==> config.mk <==
export PLATFORM = sky130hd
export DESIGN_NAME = sr_reg_bank
export DESIGN_NICKNAME = d
export VERILOG_FILES = /design/src/rtl/sr_reg_bank.sv
export SDC_FILE = /design/constraint.sdc
export NUM_CORES = 1
export LEC_CHECK = 0
export ABC_AREA = 1
export BUFFER_PORTS_ARGS = -buffer_cell sky130_fd_sc_hd__buf_2
export CORE_MARGIN = 5
export CORE_UTILIZATION = 50
export DETAILED_ROUTE_END_ITERATION = 16
export GPL_ROUTABILITY_DRIVEN = 0
export PLACE_DENSITY = 0.82
export SYNTH_ARGS = -nofsm -noshare
export SYNTH_HDL_FRONTEND = slang
export SYNTH_SLANG_ARGS = --single-unit
==> constraint.sdc <==
create_clock -name clk -period 2.8 [get_ports clk]
set_input_delay 0.14 -clock clk [delete_from_list [all_inputs] [get_ports clk]]
set_output_delay 0.14 -clock clk [all_outputs]
set_load 0.05 [all_outputs]
==> src/rtl/sr_reg_bank.sv <==
// sr_reg_bank: a bank of independent set/reset channels with a shared
// conflict policy, per-channel edge pulses and a saturating conflict counter.
module sr_reg_bank #(
  parameter int WIDTH = 4,
  parameter int CNT_W = 8
) (
  input  logic             clk,
  input  logic             rst_n,
  input  logic             en,
  input  logic [1:0]       mode,
  input  logic [WIDTH-1:0] s,
  input  logic [WIDTH-1:0] r,
  input  logic             clr_cnt,
  output logic [WIDTH-1:0] q,
  output logic [WIDTH-1:0] q_bar,
  output logic [WIDTH-1:0] rise,
  output logic [WIDTH-1:0] fall,
  output logic             conflict,
  output logic [CNT_W-1:0] conflict_cnt
);

  localparam logic [CNT_W-1:0] CNT_ONE = {{(CNT_W-1){1'b0}}, 1'b1};

  // Conflict policy encoding used when s and r are both high on a channel.
  localparam logic [1:0] MODE_HOLD   = 2'b00;
  localparam logic [1:0] MODE_SET    = 2'b01;
  localparam logic [1:0] MODE_RESET  = 2'b10;
  localparam logic [1:0] MODE_TOGGLE = 2'b11;

  logic [WIDTH-1:0] q_q, q_d;
  logic [WIDTH-1:0] rise_q, rise_d;
  logic [WIDTH-1:0] fall_q, fall_d;
  logic             conflict_q, conflict_d;
  logic [CNT_W-1:0] cnt_q, cnt_d;

  // Increment that sticks at all-ones instead of wrapping.
  function automatic logic [CNT_W-1:0] sat_inc(input logic [CNT_W-1:0] v);
    return (&v) ? v : (v + CNT_ONE);
  endfunction

  // Next-state logic: per-channel SR update, edge detection, conflict tracking.
  always_comb begin
    q_d = q_q;
    for (int i = 0; i < WIDTH; i++) begin
      if (en) begin
        unique case ({s[i], r[i]})
          2'b10:   q_d[i] = 1'b1;
          2'b01:   q_d[i] = 1'b0;
          2'b11: begin
            unique case (mode)
              MODE_HOLD:   q_d[i] = q_q[i];
              MODE_SET:    q_d[i] = 1'b1;
              MODE_RESET:  q_d[i] = 1'b0;
              MODE_TOGGLE: q_d[i] = ~q_q[i];
              default:     q_d[i] = q_q[i];
            endcase
          end
          default: q_d[i] = q_q[i];
        endcase
      end
    end
    // Pulses are derived from the upcoming transition so they appear in the
    // same cycle as the new q value.
    rise_d     = q_d & ~q_q;
    fall_d     = ~q_d & q_q;
    conflict_d = en & (|(s & r));
    // Clear wins over a simultaneous increment.
    if (clr_cnt)         cnt_d = '0;
    else if (conflict_d) cnt_d = sat_inc(cnt_q);
    else                 cnt_d = cnt_q;
  end

  // State registers with synchronous active-low reset taking priority.
  always_ff @(posedge clk) begin
    if (!rst_n) begin
      q_q        <= '0;
      rise_q     <= '0;
      fall_q     <= '0;
      conflict_q <= 1'b0;
      cnt_q      <= '0;
    end else begin
      q_q        <= q_d;
      rise_q     <= rise_d;
      fall_q     <= fall_d;
      conflict_q <= conflict_d;
      cnt_q      <= cnt_d;
    end
  end

  assign q            = q_q;
  assign q_bar        = ~q_q;
  assign rise         = rise_q;
  assign fall         = fall_q;
  assign conflict     = conflict_q;
  assign conflict_cnt = cnt_q;

endmodule

# Yosys cells after proc, flatten, opt, wreduce, memory -nomap -nowiden
# Cells that the tools add are included.
[word_totals]
register_bits = 21
wordCells = 50
[op_classes]
n_addsub = 1
eq_ne = 15
mux = 12
n_bitwise = 12
n_reduce_logical = 5
[ops]
columns = ["operator", "count"]
rows = [
  ["equality test 2 bit (second input constant)", 10],
  ["one-hot mux 1 bit (4 select lines)", 4],
  ["AND 4 bit", 3],
  ["one-hot mux 1 bit (3 select lines)", 4],
  ["equality test 2 x 1 -> 1 bit (second input constant)", 5],
  ["adder 8 x 1 -> 8 bit (second input constant)", 1],
  ["NOT 4 bit", 2],
  ["AND reduction 8 bit", 1],
  ["NOT 1 bit", 6],
  ["2-to-1 mux 1 bit", 4],
  ["OR reduction 4 bit", 1],
  ["zero test 2 bit", 1],
  ["AND reduction 2 bit", 1],
  ["OR reduction 2 bit", 1],
  ["AND 1 bit", 1],
]

# Logic depth before layout (Yosys ltp)
[logic_depth]
depth_word = 6
depth_mapped = 8
mapped_depth_nobuf = 8

# Worst setup path after synthesis
# OpenSTA, ideal clock, no wires.
[synth_timing]
kind = "reg2reg"
from = "register cnt_q[1] (netlist: conflict_cnt[1])"
to = "register cnt_q[2] (netlist: conflict_cnt[2])"
setup_ns = 0.070
t_arrival_ns = 1.533
path_slack_ns = 1.197
stages_incl_launch_ff = 8
path_buffers = 0
cell_sequence = "dfxtp_1 ha_1 inv_1 nor2_4 nand2_4 nand3_4 nand2_1 a21oi_1"
[synth_via]
elab_chain_len = 3
[synth_rtl]
columns = ["item", "line", "rtl"]
rows = [
  ["start: declaration", "34", "logic [CNT_W-1:0] cnt_q, cnt_d;"],
  ["start signal: assignment", "86", "cnt_q <= cnt_d;"],
  ["parallel branches: the longest is 3 deep, another holds adder 8 x 1 -> 8 bit", "n/a", ""],
]
# Several ways; the timed one is not identified.
# A chain may end at the register's enable or synchronous reset.

# Final worst setup path
[layout_timing]
from = "register cnt_q[0] (netlist: conflict_cnt[0])"
to = "register cnt_q[1] (netlist: conflict_cnt[1])"
# Same word-level chain as after synthesis.

==> metrics.yaml <==
outcome: "finished clean"
grt_pass1_vias: 940
die_w_um: 54.9
cp.arrival_ns: 1.61
cp_data_required_time_ns: 3.04
tns_ns: 0
layout_commonest_cell: "nand2_1"
coreArea_sq_um: 1940
h-tree-depth: 1
power_mw: 0.572
fillers: 180
worstSetupEndpoint: "conflict_cnt[1]"
syn_nets: 159
grt_max_degree: 12
cts_tree: "yes"
period_needed_ns: 1.37
dp_cells: 207
cts_resized: 0
layout_common_cells: "nand2_1, buf_2, dfxtp_1"
clockBufferDepth: 2
grt-ovfl-total: 0
maxCapViolations: 0
setup_violations: 0
cpLargestDelayFamily: "simple AND/OR/NAND/NOR gates"
hold_viol_final: 0
cp_num_cells: 8
grt_pass1_wl_um: 3950
r2r_cells: 8
place_area_sq_um: 1220
clk_pin_slew_ns: 0.12
nets: 200
r2r_start: "conflict_cnt[0]"
drt-total-wl_um: 2300
crit_top_cell: "nor2_4"
startpoint_type: "flip-flop"
dr.pass1.iters: 4
tightest_slew_ns: 0.322
ys_seq_area_share_pct: 41.6
grt_use_total_pct: 18.1
initial_core_util_pct: 52.0
worstSetupPathType: "reg2reg"
yosysWarnings: 0
dieArea_sq_um: 3020
antenna_left: 0
root_buffer: "clkbuf_4"
critPathLaunch: "conflict_cnt[0]"
slew_viol_final: 0
rsz0062_at_grt: "false"
io_pins: 39
port_buffers: 38
via_per_inst: 4.76
worst-path-buf-inv: 2
row_count: 16
yosysUniqueCellTypes: 23
stdcell_count: 211
synthesis.instances: 144
antenna_found_initial: 0
avgRoutedWirePerCell_um: 10.9
utilization_pct: 64.4
postCtsHoldBufs: 0
cp-end-kind: "flip-flop"
drtIter0Drc: 11
crit_chain: "ha_1 > inv_1 > nor2_4 > nand2_4 > inv_2 > nor2_4 > nand2_1 > a21oi_1"
antennaDiodeCount: 0
skew_ns: 0.00547
r2r_slack_ns: 1.43
ir_worst_vdd_v: 0.000277
synth_area_per_cell_sq_um: 7.01
ys_seq_elements: 21
syn_area_sq_um: 1010
critPathSlowestCell: "dfxtp_1"
drc_errors: 0
cp_max_fo: 8
timing.fmax_ghz: 0.728
slowest_delay_ns: 0.36
fin_crit_sh_pct: 49.0
die-height_um: 54.9
clock_latency_ns: 0.30
cts_setup_buffers: 0
syn_to_final_growth_pct: 23.9
clock_sink_count: 21
maxSlewHeadroom_pct: 78.4
power_leakage_nw: 0.659
cts_made_buffers: 3
power.density_nw_per_um2: 457
reg2reg_to: "conflict_cnt[1]"
num_vias: 1004
dp.final_hpwl_um: 1780
final_layout_size_suffix_gt1_share_pct: 26.1
min_path_type: "in2reg"
final_cell_area_sq_um: 1250
where the power goes:
group | leakage, nW | switching (mW) | internal (mW) | total [mW]
Sequential | 0.171 | 0.00579 | 0.308 | 0.314
Combinational | 0.473 | 0.0848 | 0.0295 | 0.114
Clock | 0.0150 | 0.0881 | 0.0554 | 0.144
Yosys cell counts, drive strengths merged:
| master | number | share of area (%) |
|---|---|---|
| xor2 | 2 | 1.7 |
| o21ai | 3 | 1.5 |
| nor2 | 11 | 6.3 |
| buf | 1 | 0.50 |
| nand2 | 62 | 24 |
| xnor2 | 1 | 0.87 |
| nand3 | 4 | 3.2 |
| a21oi | 8 | 4.0 |
| and3 | 4 | 2.5 |
| inv | 14 | 5.2 |
| a21boi | 4 | 3.0 |
| clkbuf | 1 | 0.37 |
| nand4 | 2 | 1.2 |
| dfxtp | 21 | 42 |
| nand3b | 1 | 0.74 |
| nor3 | 4 | 2.0 |
| ha | 1 | 1.2 |
cells by family after synthesis:
family	count (synthesis)	share of synthesized area (%)
DFF	21	41.6
adders and majority gates	1	1.24
AOI/OAI and AO/OA	15	8.43
and+or+nand+nor	88	40.0
buffers and inverters	16	6.07
xor gates and xnor gates	3	2.60
metrics by stage:
step	setup slack (ns)	hold WS, ns
finish	1.43	0.146
global route	1.31	0.150
CTS	1.42	0.138
detailed placement	1.45	0.474
global placement	1.53	0.466
floorplan	1.20	0.365
registers in the layout, summed over array words and instances, names as in the netlist:
register      flops
conflict          1
conflict_cnt      8
fall              4
q                 4
rise              4
how the worst min path moves through the flow:
stage,to,cells past startpoint,from
after floorplan,q[2],4,s[2]
after global placement,conflict,3,rst_n
after detailed placement,conflict,3,rst_n
after CTS,conflict,3,rst_n
after global routing,conflict,3,rst_n
final,conflict,3,rst_n
worst min-delay path, delay by kind of cell:
| kind | cells | cell delay, ns |
|---|---|---|
| AND/OR/NAND/NOR | 1 | 0.05 |
| buffers and inverters | 2 | 0.23 |
layout make-up:
| cell class | count | area, sq um | area share, % |
|---|---|---|---|
| clock buffer | 4 | 26.3 | 2.10 |
| sequential | 21 | 420 | 33.6 |
| tap | 27 | 33.8 | 2.70 |
| multi-input combinational | 107 | 528 | 42.2 |
| inverter | 14 | 52.6 | 4.20 |
| timing repair buffer | 38 | 190 | 15.2 |
routing by layer:
metal  GRT usage, %  wire length, um  vias to the layer above  part of all wire (%)
met5              0                0                        -                     0
met4           9.31               18                        0                  0.78
met3           4.83              130                        2                   5.7
met2           28.7             1070                       20                    47
met1           22.3             1070                      448                    47
li1               -                -                      534                     -
(Power assumes the default switching activity.)
